### config.mk
export PLATFORM = sky130hd
export DESIGN_NAME = uart_rx_ctrl_flat
export DESIGN_NICKNAME = d
export VERILOG_FILES = /design/src/rtl/uart_pkg.sv /design/src/rtl/uart_rx_ctrl_if.sv /design/src/rtl/uart_rx_sync.sv /design/src/rtl/uart_rx_ctrl.sv /design/src/flat_wrapper.sv
export SDC_FILE = /design/constraint.sdc
export NUM_CORES = 1
export LEC_CHECK = 0
export CORE_AREA = 2 2 79 81
export CTS_BUF_LIST = sky130_fd_sc_hd__clkbuf_4
export CTS_CLUSTER_SIZE = 14
export DETAILED_ROUTE_END_ITERATION = 6
export DIE_AREA = 0 0 81 83
export PLACE_DENSITY_LB_ADDON = 0.2
export SYNTH_ARGS = -nofsm -noshare
export SYNTH_HDL_FRONTEND = slang
export SYNTH_HIERARCHICAL = 1
export SYNTH_SLANG_ARGS = --single-unit
### constraint.sdc
create_clock -name clk -period 2.07 [get_ports clk]
set_input_delay 0.207 -clock clk [delete_from_list [all_inputs] [get_ports clk]]
set_output_delay 0.207 -clock clk [all_outputs]
set_load 0.05 [all_outputs]
### src/rtl/uart_pkg.sv
// Shared types and helpers for the UART receive path.
// The PARITY state exists only when UART_RX_PARITY_EN is defined.
package uart_pkg;

    localparam int unsigned DefDataBits  = 8;
    localparam int unsigned DefSmpPerBit = 9;

    typedef enum logic [2:0] {
        StIdle   = 3'd0,
        StStart  = 3'd1,
        StData   = 3'd2,
        StStop   = 3'd3
`ifdef UART_RX_PARITY_EN
        ,
        StParity = 3'd4
`endif
    } rx_state_e;

    // Sample index of vote k (0..2): centred on the middle tick of the bit.
    function automatic int unsigned vote_idx(input int unsigned smp_per_bit,
                                             input int unsigned k);
        return smp_per_bit / 2 - 1 + k;
    endfunction

endpackage

### src/rtl/uart_rx_ctrl_if.sv
// Received-word handshake and error pulses between the UART receiver and its consumer.
interface uart_rx_ctrl_if #(
    parameter int unsigned DATA_BITS = uart_pkg::DefDataBits
) ();

    logic [DATA_BITS-1:0] rx_data;
    logic                 rx_valid;
    logic                 rx_ready;
    logic                 frame_err;
    logic                 parity_err;
    logic                 overrun;

    modport master (
        output rx_data, rx_valid, frame_err, parity_err, overrun,
        input  rx_ready
    );

    modport slave (
        input  rx_data, rx_valid, frame_err, parity_err, overrun,
        output rx_ready
    );

endinterface

### src/rtl/uart_rx_sync.sv
// Two-flop synchroniser for the serial line plus falling-edge detect on the synchronised value.
module uart_rx_sync (
    input  logic clk,
    input  logic rst_n,
    input  logic rxd,
    output logic rxd_s,
    output logic fall
);

    logic meta_q, sync_q, dly_q;

    // All flops reset to the idle line level so reset never looks like a start edge.
    always_ff @(posedge clk or negedge rst_n) begin
        if (!rst_n) begin
            meta_q <= 1'b1;
            sync_q <= 1'b1;
            dly_q  <= 1'b1;
        end else begin
            meta_q <= rxd;
            sync_q <= meta_q;
            dly_q  <= sync_q;
        end
    end

    assign rxd_s = sync_q;
    assign fall  = dly_q & ~sync_q;

endmodule

### src/rtl/uart_rx_ctrl.sv
// Frame-level UART receive controller: start detect, 3-sample majority vote, word assembly
// and delivery. Define UART_RX_PARITY_EN to add a parity bit between data and stop.
module uart_rx_ctrl
    import uart_pkg::*;
#(
    parameter int unsigned DATA_BITS   = DefDataBits,
    parameter int unsigned SMP_PER_BIT = DefSmpPerBit,
    parameter int unsigned PARITY_ODD  = 0
) (
    input  logic           clk,
    input  logic           rst_n,
    input  logic           rxd,
    input  logic           sample_tick,
    output logic           rx_start,
    output logic           rx_done,
    output logic           busy,
    uart_rx_ctrl_if.master rx_if
);

    localparam int unsigned SW = $clog2(SMP_PER_BIT);
    localparam int unsigned BW = (DATA_BITS > 1) ? $clog2(DATA_BITS) : 1;

    localparam logic [SW-1:0] LastSmp = SW'(SMP_PER_BIT - 1);
    localparam logic [SW-1:0] Vote0   = SW'(vote_idx(SMP_PER_BIT, 0));
    localparam logic [SW-1:0] Vote1   = SW'(vote_idx(SMP_PER_BIT, 1));
    localparam logic [SW-1:0] Vote2   = SW'(vote_idx(SMP_PER_BIT, 2));
    localparam logic [BW-1:0] LastBit = BW'(DATA_BITS - 1);

    logic rxd_s, fall;

    uart_rx_sync u_sync (
        .clk   (clk),
        .rst_n (rst_n),
        .rxd   (rxd),
        .rxd_s (rxd_s),
        .fall  (fall)
    );

    rx_state_e            state_q, state_d;
    logic [SW-1:0]        smp_cnt_q, smp_cnt_d;
    logic [BW-1:0]        bit_cnt_q, bit_cnt_d;
    logic [2:0]           vote_q, vote_d;
    logic [DATA_BITS-1:0] data_q, data_d;
    logic [DATA_BITS-1:0] rx_data_q, rx_data_d;
    logic                 rx_valid_q, rx_valid_d;
    logic                 rx_start_q, rx_start_d;
    logic                 rx_done_q, rx_done_d;
    logic                 ferr_q, ferr_d;
    logic                 ovr_q, ovr_d;
    logic                 voted, bit_end, parity_bad, load;

`ifdef UART_RX_PARITY_EN
    logic par_q, par_d;
    logic perr_q, perr_d;
    assign parity_bad = par_q != (^data_q ^ (PARITY_ODD != 0));
`else
    logic unused_parity_odd;
    assign unused_parity_odd = PARITY_ODD != 0;
    assign parity_bad        = 1'b0;
`endif

    assign voted   = (vote_q[0] & vote_q[1]) | (vote_q[0] & vote_q[2]) | (vote_q[1] & vote_q[2]);
    assign bit_end = sample_tick && (smp_cnt_q == LastSmp);

    always_comb begin
        state_d    = state_q;
        smp_cnt_d  = smp_cnt_q;
        bit_cnt_d  = bit_cnt_q;
        vote_d     = vote_q;
        data_d     = data_q;
        rx_data_d  = rx_data_q;
        rx_valid_d = rx_valid_q;
        rx_start_d = 1'b0;
        rx_done_d  = 1'b0;
        ferr_d     = 1'b0;
        ovr_d      = 1'b0;
        load       = 1'b0;
`ifdef UART_RX_PARITY_EN
        par_d      = par_q;
        perr_d     = 1'b0;
`endif

        if (state_q != StIdle && sample_tick) begin
            smp_cnt_d = bit_end ? '0 : smp_cnt_q + 1'b1;
            if (smp_cnt_q == Vote0) vote_d[0] = rxd_s;
            if (smp_cnt_q == Vote1) vote_d[1] = rxd_s;
            if (smp_cnt_q == Vote2) vote_d[2] = rxd_s;
        end

        unique case (state_q)
            StIdle: begin
                smp_cnt_d = '0;
                bit_cnt_d = '0;
                if (fall) begin
                    rx_start_d = 1'b1;
                    state_d    = StStart;
                end
            end
            StStart: begin
                if (bit_end) begin
                    if (voted) begin
                        rx_done_d = 1'b1;
                        state_d   = StIdle;
                    end else begin
                        state_d = StData;
                    end
                end
            end
            StData: begin
                if (bit_end) begin
                    data_d[bit_cnt_q] = voted;
                    if (bit_cnt_q == LastBit) begin
`ifdef UART_RX_PARITY_EN
                        state_d = StParity;
`else
                        state_d = StStop;
`endif
                    end else begin
                        bit_cnt_d = bit_cnt_q + 1'b1;
                    end
                end
            end
`ifdef UART_RX_PARITY_EN
            StParity: begin
                if (bit_end) begin
                    par_d   = voted;
                    state_d = StStop;
                end
            end
`endif
            StStop: begin
                if (bit_end) begin
                    rx_done_d = 1'b1;
                    state_d   = StIdle;
                    if (!voted) begin
                        ferr_d = 1'b1;
                    end else if (parity_bad) begin
`ifdef UART_RX_PARITY_EN
                        perr_d = 1'b1;
`endif
                    end else if (!rx_valid_q || rx_if.rx_ready) begin
                        load = 1'b1;
                    end else begin
                        ovr_d = 1'b1;
                    end
                end
            end
            default: state_d = StIdle;
        endcase

        // A load in the same cycle as a consume keeps rx_valid high with the new word.
        if (load) begin
            rx_data_d  = data_q;
            rx_valid_d = 1'b1;
        end else if (rx_valid_q && rx_if.rx_ready) begin
            rx_valid_d = 1'b0;
        end
    end

    always_ff @(posedge clk or negedge rst_n) begin
        if (!rst_n) begin
            state_q    <= StIdle;
            smp_cnt_q  <= '0;
            bit_cnt_q  <= '0;
            vote_q     <= '0;
            data_q     <= '0;
            rx_data_q  <= '0;
            rx_valid_q <= 1'b0;
            rx_start_q <= 1'b0;
            rx_done_q  <= 1'b0;
            ferr_q     <= 1'b0;
            ovr_q      <= 1'b0;
`ifdef UART_RX_PARITY_EN
            par_q      <= 1'b0;
            perr_q     <= 1'b0;
`endif
        end else begin
            state_q    <= state_d;
            smp_cnt_q  <= smp_cnt_d;
            bit_cnt_q  <= bit_cnt_d;
            vote_q     <= vote_d;
            data_q     <= data_d;
            rx_data_q  <= rx_data_d;
            rx_valid_q <= rx_valid_d;
            rx_start_q <= rx_start_d;
            rx_done_q  <= rx_done_d;
            ferr_q     <= ferr_d;
            ovr_q      <= ovr_d;
`ifdef UART_RX_PARITY_EN
            par_q      <= par_d;
            perr_q     <= perr_d;
`endif
        end
    end

    assign rx_start        = rx_start_q;
    assign rx_done         = rx_done_q;
    assign busy            = state_q != StIdle;
    assign rx_if.rx_data   = rx_data_q;
    assign rx_if.rx_valid  = rx_valid_q;
    assign rx_if.frame_err = ferr_q;
    assign rx_if.overrun   = ovr_q;
`ifdef UART_RX_PARITY_EN
    assign rx_if.parity_err = perr_q;
`else
    assign rx_if.parity_err = 1'b0;
`endif

endmodule

### src/flat_wrapper.sv
// flat-port wrapper written by rule: the top's interface ports become plain ports
module uart_rx_ctrl_flat import uart_pkg::*;
#(
    parameter int unsigned DATA_BITS   = DefDataBits,
    parameter int unsigned SMP_PER_BIT = DefSmpPerBit,
    parameter int unsigned PARITY_ODD  = 0
)
  (clk, rst_n, rxd, sample_tick, rx_start, rx_done, busy, rx_if_rx_data, rx_if_rx_valid, rx_if_frame_err, rx_if_parity_err, rx_if_overrun, rx_if_rx_ready);
  uart_rx_ctrl_if #(.DATA_BITS(DATA_BITS)) rx_if_i ();
  input  logic clk;
  input  logic rst_n;
  input  logic rxd;
  input  logic sample_tick;
  output logic rx_start;
  output logic rx_done;
  output logic busy;
  output wire logic [$bits(rx_if_i.rx_data)-1:0] rx_if_rx_data;
  output wire logic [$bits(rx_if_i.rx_valid)-1:0] rx_if_rx_valid;
  output wire logic [$bits(rx_if_i.frame_err)-1:0] rx_if_frame_err;
  output wire logic [$bits(rx_if_i.parity_err)-1:0] rx_if_parity_err;
  output wire logic [$bits(rx_if_i.overrun)-1:0] rx_if_overrun;
  input wire logic [$bits(rx_if_i.rx_ready)-1:0] rx_if_rx_ready;
  assign rx_if_rx_data = rx_if_i.rx_data;
  assign rx_if_rx_valid = rx_if_i.rx_valid;
  assign rx_if_frame_err = rx_if_i.frame_err;
  assign rx_if_parity_err = rx_if_i.parity_err;
  assign rx_if_overrun = rx_if_i.overrun;
  assign rx_if_i.rx_ready = rx_if_rx_ready;
  uart_rx_ctrl #(.DATA_BITS(DATA_BITS), .SMP_PER_BIT(SMP_PER_BIT), .PARITY_ODD(PARITY_ODD)) u_core (.clk(clk), .rst_n(rst_n), .rxd(rxd), .sample_tick(sample_tick), .rx_start(rx_start), .rx_done(rx_done), .busy(busy), .rx_if(rx_if_i));
endmodule
Word level (Yosys, flattened, before mapping)
Cells that the tools add are included.
W data, S select, Z words.
{"block": "op_classes", "add_sub_neg": 2, "mul": 0, "div_mod_pow": 0, "magnitude_cmp": 2, "eq_ne": 14, "n_shift": 0, "muxes": 35, "n_bitwise": 7, "n_reduce_logical": 17}
{"operator": "$mux W3", "n": 7}
{"operator": "$mux W1", "n": 19}
{"operator": "$mux W4", "n": 3}
{"operator": "$pmux W3 S4", "n": 1}
{"operator": "$ne A2 B1 Y1 const B", "n": 5}
{"operator": "$bwmux W8", "n": 1}
{"operator": "$eq A4 B3 Y1 const B", "n": 2}
{"operator": "$reduce_and A2 Y1", "n": 4}
{"operator": "$eq A3 B2 Y1 const B", "n": 2}
{"operator": "$pmux W3 S2", "n": 1}
{"operator": "$reduce_bool A2 Y1", "n": 3}
{"operator": "$reduce_and A5 Y1", "n": 1}
{"operator": "$add A4 B1 Y4 const B", "n": 1}
{"operator": "$and A1 B1 Y1", "n": 4}
{"operator": "$eq A4 B2 Y1 const B", "n": 1}
{"operator": "$eq A4 B4 Y1 const B", "n": 1}
{"operator": "$logic_and A1 B1 Y1", "n": 4}
{"operator": "$lt A3 B4 Y1 const B", "n": 1}
{"operator": "$add A3 B1 Y3 const B", "n": 1}
{"operator": "$demux W1 S3", "n": 1}
{"operator": "$eq A3 B1 Y1 const B", "n": 1}
{"operator": "$eq A3 B3 Y1 const B", "n": 1}
{"operator": "$ge A3 B1 Y1 const B", "n": 1}
{"operator": "$logic_not A3 Y1", "n": 1}
{"operator": "9 further kinds", "n": 10}
{"block": "word_totals", "register_bits": 37, "latchBits": 0, "ram_bits": 0, "mem_bits_ro": 0, "elab_cells": 93, "n_memories": 0}

Depth between registers and ports, before layout
{"block": "logic_depth", "ltp_word": 7, "ltp_mapped": 6, "depth_no_buf": 5}

By module
The synthesis kept the hierarchy.
{"module": "uart_rx_ctrl", "instances": 1, "cells_per_inst": 137, "area_per_inst_um2": 1602.8, "seq_area_each_um2": 825.8}
{"module": "uart_rx_sync", "instances": 1, "cells_per_inst": 4, "area_per_inst_um2": 92.6, "seq_area_each_um2": 78.8}

Worst setup path after synthesis
OpenSTA, ideal clock, no wires.
{"block": "synth_timing", "path_type": "register -> register", "start": "register u_core.smp_cnt_q[0]", "end": "register u_core.data_q[4]", "setup_time_ns": 0.125, "arrival_ns": 1.501, "required_time_ns": 1.945, "path_slack_ns": 0.445, "path_stages_with_launch": 7, "n_path_buf": 1, "synth_period_minus_slack_ns": 1.625, "path_cell_list": "dfrtp_1 > inv_1 > ha_1 > and4b_2 > buf_6 > nand4_1 > mux2_2"}
{"block": "synth_via", "elab_chain_len": 3}
{"item": "start, declared", "line": "uart_rx_ctrl.sv:40", "rtl": "logic [SW-1:0] smp_cnt_q, smp_cnt_d;"}
{"item": "start signal, assigned", "line": "uart_rx_ctrl.sv:179", "rtl": "smp_cnt_q <= smp_cnt_d;"}
{"item": "$eq A4 B4 Y1", "line": "uart_rx_ctrl.sv:63", "rtl": "assign bit_end = sample_tick && (smp_cnt_q == LastSmp);"}
{"item": "$logic_and A1 B1 Y1", "line": "uart_rx_ctrl.sv:63"}
{"item": "$reduce_and A2 Y1 (no source line)"}
{"item": "end signal, assigned", "line": "uart_rx_ctrl.sv:182", "rtl": "data_q <= data_d;"}
{"item": "end, declared", "line": "uart_rx_ctrl.sv:43", "rtl": "logic [DATA_BITS-1:0] data_q, data_d;"}
Every way passes these cells.
A chain may end at the register's enable or synchronous reset.

Final worst setup path
{"block": "layout_timing", "start": "register u_core.smp_cnt_q[0]", "end": "register u_core.data_q[5]"}
The elaborated chain is that of the path after synthesis.

==> results.py <==
metrics = {
    "die": {
        "fp.dieH_um": 83,
        "fp.coreArea_um2": 5820,
        "die-area_um2": 6720,
        "io_pins": 20,
        "num_rows": 28,
        "chipWidth_um": 81,
        "start_util_pct": 29.2,
    },
    "logic_synthesis": {
        "synth_top_area_share_pct": 48.7,
        "ys_types": 38,
        "syn_nets": 151,
        "synth.avg_cell_area_um2": 12.0,
        "synth-seq-cells": 36,
        "synth.largest_area_cell": "dfrtp_1",
        "ys.flop_type": "dfrtp_1",
        "async_reset_ff_share_pct": 100,
        "synth_edf_count": 0,
        "syn_area_um2": 1700,
        "seq_area_frac_synth_pct": 53.4,
        "synthTopCellsByArea": "dfrtp_1 (49%), mux2_2 (13%), dfstp_2 (4.6%), ha_1 (3.7%), nand2_1 (2.4%)",
        "synthCells": 141,
        "synth_warnings": 6,
    },
    "sta": {
        "fmaxAchievable_ghz": 0.542,
        "final-max-slew-violation-count": 0,
        "setup_tns_ns": 0,
        "fin_worst_skew_ns": 0.00765,
        "setup_viol": 0,
        "holdWs_ns": 0.275,
        "worst_slew_pin_slew_ns": 0.499,
        "finalCritPeriodShare_pct": 89.1,
        "fin_crit_ns": 1.84,
        "setup_ws_ns": 0.226,
        "slew_headroom_pct": 66.6,
        "hold_viol": 0,
        "rsz0062_at_grt": "no",
    },
    "power_and_ir_drop": {
        "p_per_area_nw_per_um2": 1000,
        "total_power_mw": 2.03,
        "peakVddDrop_uv": 347,
        "p_leak_nw": 0.906,
    },
    "critical_path": {
        "cp.required_ns": 2.28,
        "cp_top_family": "simple AND/OR/NAND/NOR gates",
        "cp_cell_sequence": "inv_1 > ha_1 > nand4b_4 > nor4_1 > mux2_2",
        "critPathLaunchType": "flop",
        "cp_max_fo": 7,
        "slowest_delay_ns": 0.47,
        "path_buf_inv": 1,
        "worst_path_max_delay_cell": "dfrtp_1",
        "r2r-start": "u_core/smp_cnt_q[0]",
        "cp.arrival_ns": 2.06,
        "path_class": "reg -> reg",
        "startpoint": "u_core/smp_cnt_q[0]",
        "endpoint_kind": "flop",
    },
    "clock_network": {
        "clock_latency_ns": 0.32,
        "cts_setup_buffers": 0,
        "cts_made_buffers": 5,
        "cts_tree": "done",
        "clock-root-buffer": "clkbuf_4",
        "ctsHoldBuffers": 0,
        "cts_max_level": 2,
        "clockBufferDepth": 2,
        "cts_resized": 0,
        "clk_pin_slew_ns": 0.10,
        "clkSinkCount": 36,
    },
    "cells_and_area": {
        "drive_gt1_share_pct": 25.7,
        "nets": 176,
        "mostFrequentLayoutCells": "dfrtp_1 (33), mux2_2 (19), clkdlybuf4s50_1 (18)",
        "layout_commonest_cell": "dfrtp_1",
        "diodes": 0,
        "syn2layout_area_growth_pct": 19.8,
    },
    "grt": {
        "grt_antenna_before_repair": 0,
        "overflow": 0,
        "grt_pass1_vias": 1217,
        "grt_usage_pct": 10.9,
        "grt_max_degree": 37,
        "grt_pass1_wl_um": 5770,
    },
    "run_status": {
        "status": "completed",
    },
    "route": {
        "wl_per_cell_um": 13.7,
        "antenna_left": 0,
        "routed_via_density": 4.74,
        "dr.pass1.iters": 4,
        "drc": 0,
        "routed_wl_um": 3320,
        "vias": 1146,
        "first_iter_violations": 72,
    },
    "place": {
        "place_hpwl_um": 2360,
        "dp_slack_ns": 0.0910,
        "io_buffers": 18,
        "place.gp.congestion": 0.789,
    },
    "min_path": {
        "hp-class": "in -> async",
    },
    "job": {
        "cap_violations": 0,
    },
}
[state kept, by name (all words and copies together), names as in the netlist]
| register | flops |
|---|---|
| u_core/bit_cnt_q | 3 |
| u_core/data_q | 8 |
| u_core/u_sync/dly_q | 1 |
| u_core/smp_cnt_q | 4 |
| u_core/rx_start | 1 |
| u_core/rx_if.rx_valid | 1 |
| u_core/rx_if.frame_err | 1 |
| u_core/state_q | 2 |
| u_core/rx_if.overrun | 1 |
| u_core/rx_done | 1 |
| u_core/rx_if.rx_data | 8 |
| u_core/vote_q | 3 |
| u_core/u_sync/rxd_s | 1 |
| u_core/u_sync/meta_q | 1 |
[cell type report]
class / instances / area, um^2
inverters: 4 / 15.0
clock inverters: 1 / 3.75
multi-input cells: 93 / 721
fillers: 605 / 3780
repair buffers: 26 / 240
clock buffers: 7 / 52.6
flip-flops and latches: 36 / 905
well taps: 75 / 93.8
[final timing paths]
check / slack (ns) / cells after the start / end
setup / recovery: 0.23 / 5 / u_core/data_q[5]
hold / removal: 0.28 / 2 / u_core/smp_cnt_q[3]
setup reg to reg: 0.23 / 5 / u_core/data_q[5]
hold reg to reg: 0.36 / 0 / u_core/u_sync/rxd_s
max in group asynchronous: 1.44 / 2 / u_core/u_sync/meta_q
min in group clk: 0.28 / 1 / u_core/u_sync/meta_q
[Yosys cell counts, types with 2 or more instances]
cell type	number
a21boi_0	2
a21oi_1	4
and2_1	2
buf_2	2
buf_4	2
buf_6	2
clkbuf_1	2
dfrtp_1	33
dfstp_2	3
ha_1	5
inv_1	4
mux2_2	19
nand2_1	11
nand2b_1	2
nand3_1	4
nand4_1	5
nor2_1	7
nor2b_1	3
nor3_1	3
nor4_1	3
nor4b_1	3
o211ai_1	3
o21ai_0	2
[metal layers]
layer / routed length [um] / GRT usage (%)
met5: 0 / 0
met4: 29 / 3.08
met3: 126 / 3.48
met2: 1640 / 17.4
met1: 1520 / 14.0
[per-stage QoR]
step	instance area (um^2)	instances	utilization, %
CTS	2030	242	34.9
global route	2030	242	34.9
detailed placement	1970	234	34.0
finish	2030	242	34.9
global placement	1970	234	34.0
floorplan	1700	141	-
[kinds of logic (layout without fill, tap and decap cells)]
logic type	count (synthesis)	after routing	share of synthesized area, %
AO/OA/AOI/OAI	13	13	4.94
adder cells (fa/ha/maj)	6	6	4.28
buffers and inverters	12	38	4.13
flip-flops	36	36	53.4
multiplexers	20	20	13.2
other	1	1	0.221
AND/OR/NAND/NOR	53	53	19.9
[power by group]
| group | internal [mW] | switching, mW | total, mW |
|---|---|---|---|
| registers | 0.821 | 0.153 | 0.975 |
| logic | 0.294 | 0.394 | 0.688 |
| clock network | 0.157 | 0.212 | 0.369 |
| total | 1.27 | 0.760 | 2.03 |
No activity file was read; power rests on OpenSTA's default activity.
==> patch, RTL diff (config.mk and constraints unchanged) <==
The 4 states of `rx_state_e` get a one-hot encoding in 4 bits.
--- a/src/rtl/uart_pkg.sv
+++ b/src/rtl/uart_pkg.sv
@@ -7,7 +7,7 @@
 
-    typedef enum logic [2:0] {
-        StIdle   = 3'd0,
-        StStart  = 3'd1,
-        StData   = 3'd2,
-        StStop   = 3'd3
+    typedef enum logic [3:0] {
+        StIdle   = 4'b0001,
+        StStart  = 4'b0010,
+        StData   = 4'b0100,
+        StStop   = 4'b1000
 `ifdef UART_RX_PARITY_EN
Behaviour: same outputs for any inputs over 10 cycles, from zero or initial values and one cycle with rst_n low; not proved beyond that.
==> patch against the original RTL <==
- design area is 8.9% higher
- first-iteration DRC count is 15% lower
- synthesized cell count is 8.5% higher
- synthesized area is 11% higher
- worst setup slack worse by 0.087 ns
- wire length is 6.0% higher
- sequential cell count is 2 higher
- largest cell class unchanged
Power is not compared: it rests on default switching activity, and its combinational part moved more than twofold at a synthesized area within 25%.
==> patch: results (changes against the original RTL) <==
.. list-table::
   :header-rows: 1

   * - Metric
     - Value
   * - Routed vias/inst
     - 5.00 (was 4.74)
   * - Top area cells in the synthesized netlist
     - dfrtp_1 45%, mux2_2 11%, dfstp_2 5.6%, ha_1 3.3%, nor4b_4 2.5% (was dfrtp_1 49%, mux2_2 13%, dfstp_2 4.6%, ha_1 3.7%, nand2_1 2.4%)
   * - Violation count after the first detailed-routing iteration
     - 61 (was 72)
   * - Final net count
     - 184 (was 176)
   * - Maximum number of pins on one net before global-route repair
     - 39 (was 37)
   * - Global placement routability congestion
     - 0.780 (was 0.789)
   * - Met3 Usage GRT
     - 4.35% (was 3.48%)
   * - Area after detailed placement
     - 2140 µm² (was 1970 µm²)
   * - Max incr delay on CP
     - 0.50 ns (was 0.47 ns)
   * - Met1 routing resource usage after global routing
     - 15.8% (was 14.0%)
   * - Min-Delay Path Class
     - input pin to register (was input pin to asynchronous set/reset pin)
   * - Fraction of final layout cells sized beyond drive strength 1
     - 27.4% (was 25.7%)
   * - Post-placement worst setup slack
     - 0.127 ns (was 0.0910 ns)
   * - Post-Synthesis Net Count
     - 163 (was 151)
   * - CTS H-tree lvls
     - 2 (unchanged)
   * - Share of Yosys cell area claimed by the top area cell type
     - 45.1% (was 48.7%)
   * - Worst clock skew
     - 0.00306 ns (was 0.00765 ns)
   * - Total global routing track utilization
     - 11.8% (was 10.9%)
   * - Number of cells on the worst reg-to-reg path
     - 3 (was 5)
   * - HPWL after detailed placement
     - 2500 µm (was 2360 µm)
   * - Clk Latency, worst-skew pair
     - 0.34 ns (was 0.32 ns)
   * - List of most frequent post-synthesis cells
     - 34 x dfrtp_1, 18 x mux2_2, 7 x nand2_1 (was 33 x dfrtp_1, 19 x mux2_2, 11 x nand2_1)
   * - Via count of the first global-routing pass
     - 1253 (was 1217)
   * - End of the worst register-to-register path
     - u_core/data_q[7] (was u_core/data_q[5])
   * - Worst hold slack after final layout
     - 0.251 ns (was 0.275 ns)
   * - Post-route insts no fill
     - 250 (was 242)
   * - Netlist cell types
     - 46 (was 38)
   * - Cell count after placement
     - 241 (was 234)
   * - Routed wl met3
     - 128 µm (was 126 µm)
   * - Wire length of the first global-routing pass
     - 6180 µm (was 5770 µm)
   * - Met1 wire length
     - 1720 µm (was 1520 µm)
   * - Critical R2R Launch
     - u_core/state_q[3] (was u_core/smp_cnt_q[0])
   * - Syn_area_per_cell
     - 12.3 µm² (was 12.0 µm²)
   * - Remaining max-slew budget at the tightest pin
     - 43.6% (was 66.6%)
   * - Share of the yosys chip area belonging to registers
     - 50.7% (was 53.4%)
   * - Status
     - completed (unchanged)
   * - Filler Cells Inserted
     - 604 (was 605)
   * - Internal reg-to-reg setup slack
     - 0.19 ns (was 0.23 ns)
   * - Total met2 wirelength after detailed routing
     - 1600 µm (was 1640 µm)
   * - Met2 GRT Util
     - 17.1% (was 17.4%)
[patch: logic make-up (layout without fill, tap and decap cells)]
logic type               Yosys count  after routing  synth area share [%]
AND/OR/NAND/NOR                   50             50                  20.8
flip-flops                        38             38                  50.7
AO/OA/AOI/OAI                     21             21                  7.83
multiplexers                      20             20                  11.9
buffers and inverters             16             38                  4.31
adder cells (fa/ha/maj)            6              6                  3.85
other                              1              1                 0.199
XOR/XNOR                           1              1                 0.464
[patch: area by class of cell]
cell class | count | area [µm²] | area share, %
clock buffers | 5 | 37.5 | 1.70
clock inverters | 3 | 16.3 | 0.735
inverters | 4 | 15.0 | 0.679
multi-input cells | 99 | 858 | 38.8
flip-flops and latches | 38 | 956 | 43.2
well taps | 75 | 93.8 | 4.24
repair buffers | 26 | 235 | 10.6
[patch: repair_timing]
| action | 4_1_cts | 5_1_grt |
|---|---|---|
| gates resized for setup | 0 | 1 |
| setup buffers | 0 | 0 |
| hold buffers | 1 | 0 |
| setup endpoints to repair | 0 | 6 |
| hold endpoints to repair | 34 | 0 |
[patch: power breakdown]
part / internal (mW) / switching [mW]
clock network: 0.126 / 0.243
logic: 0.0486 / 0.0789
registers: 0.761 / 0.0231
[patch: how the worst max path moves through the flow]
stage	slack, ns	depth (start not counted)	endpoint	startpoint
2_1_floorplan	0.23	5	u_core/bit_cnt_q[0]	u_core/state_q[0]
3_3_place_gp	0.17	4	u_core/data_q[0]	u_core/state_q[3]
3_5_place_dp	0.13	5	u_core/data_q[7]	sample_tick
4_1_cts	0.10	4	u_core/data_q[3]	u_core/state_q[3]
5_1_grt	0.03	4	busy	u_core/state_q[1]
6_report	0.14	4	busy	u_core/state_q[1]
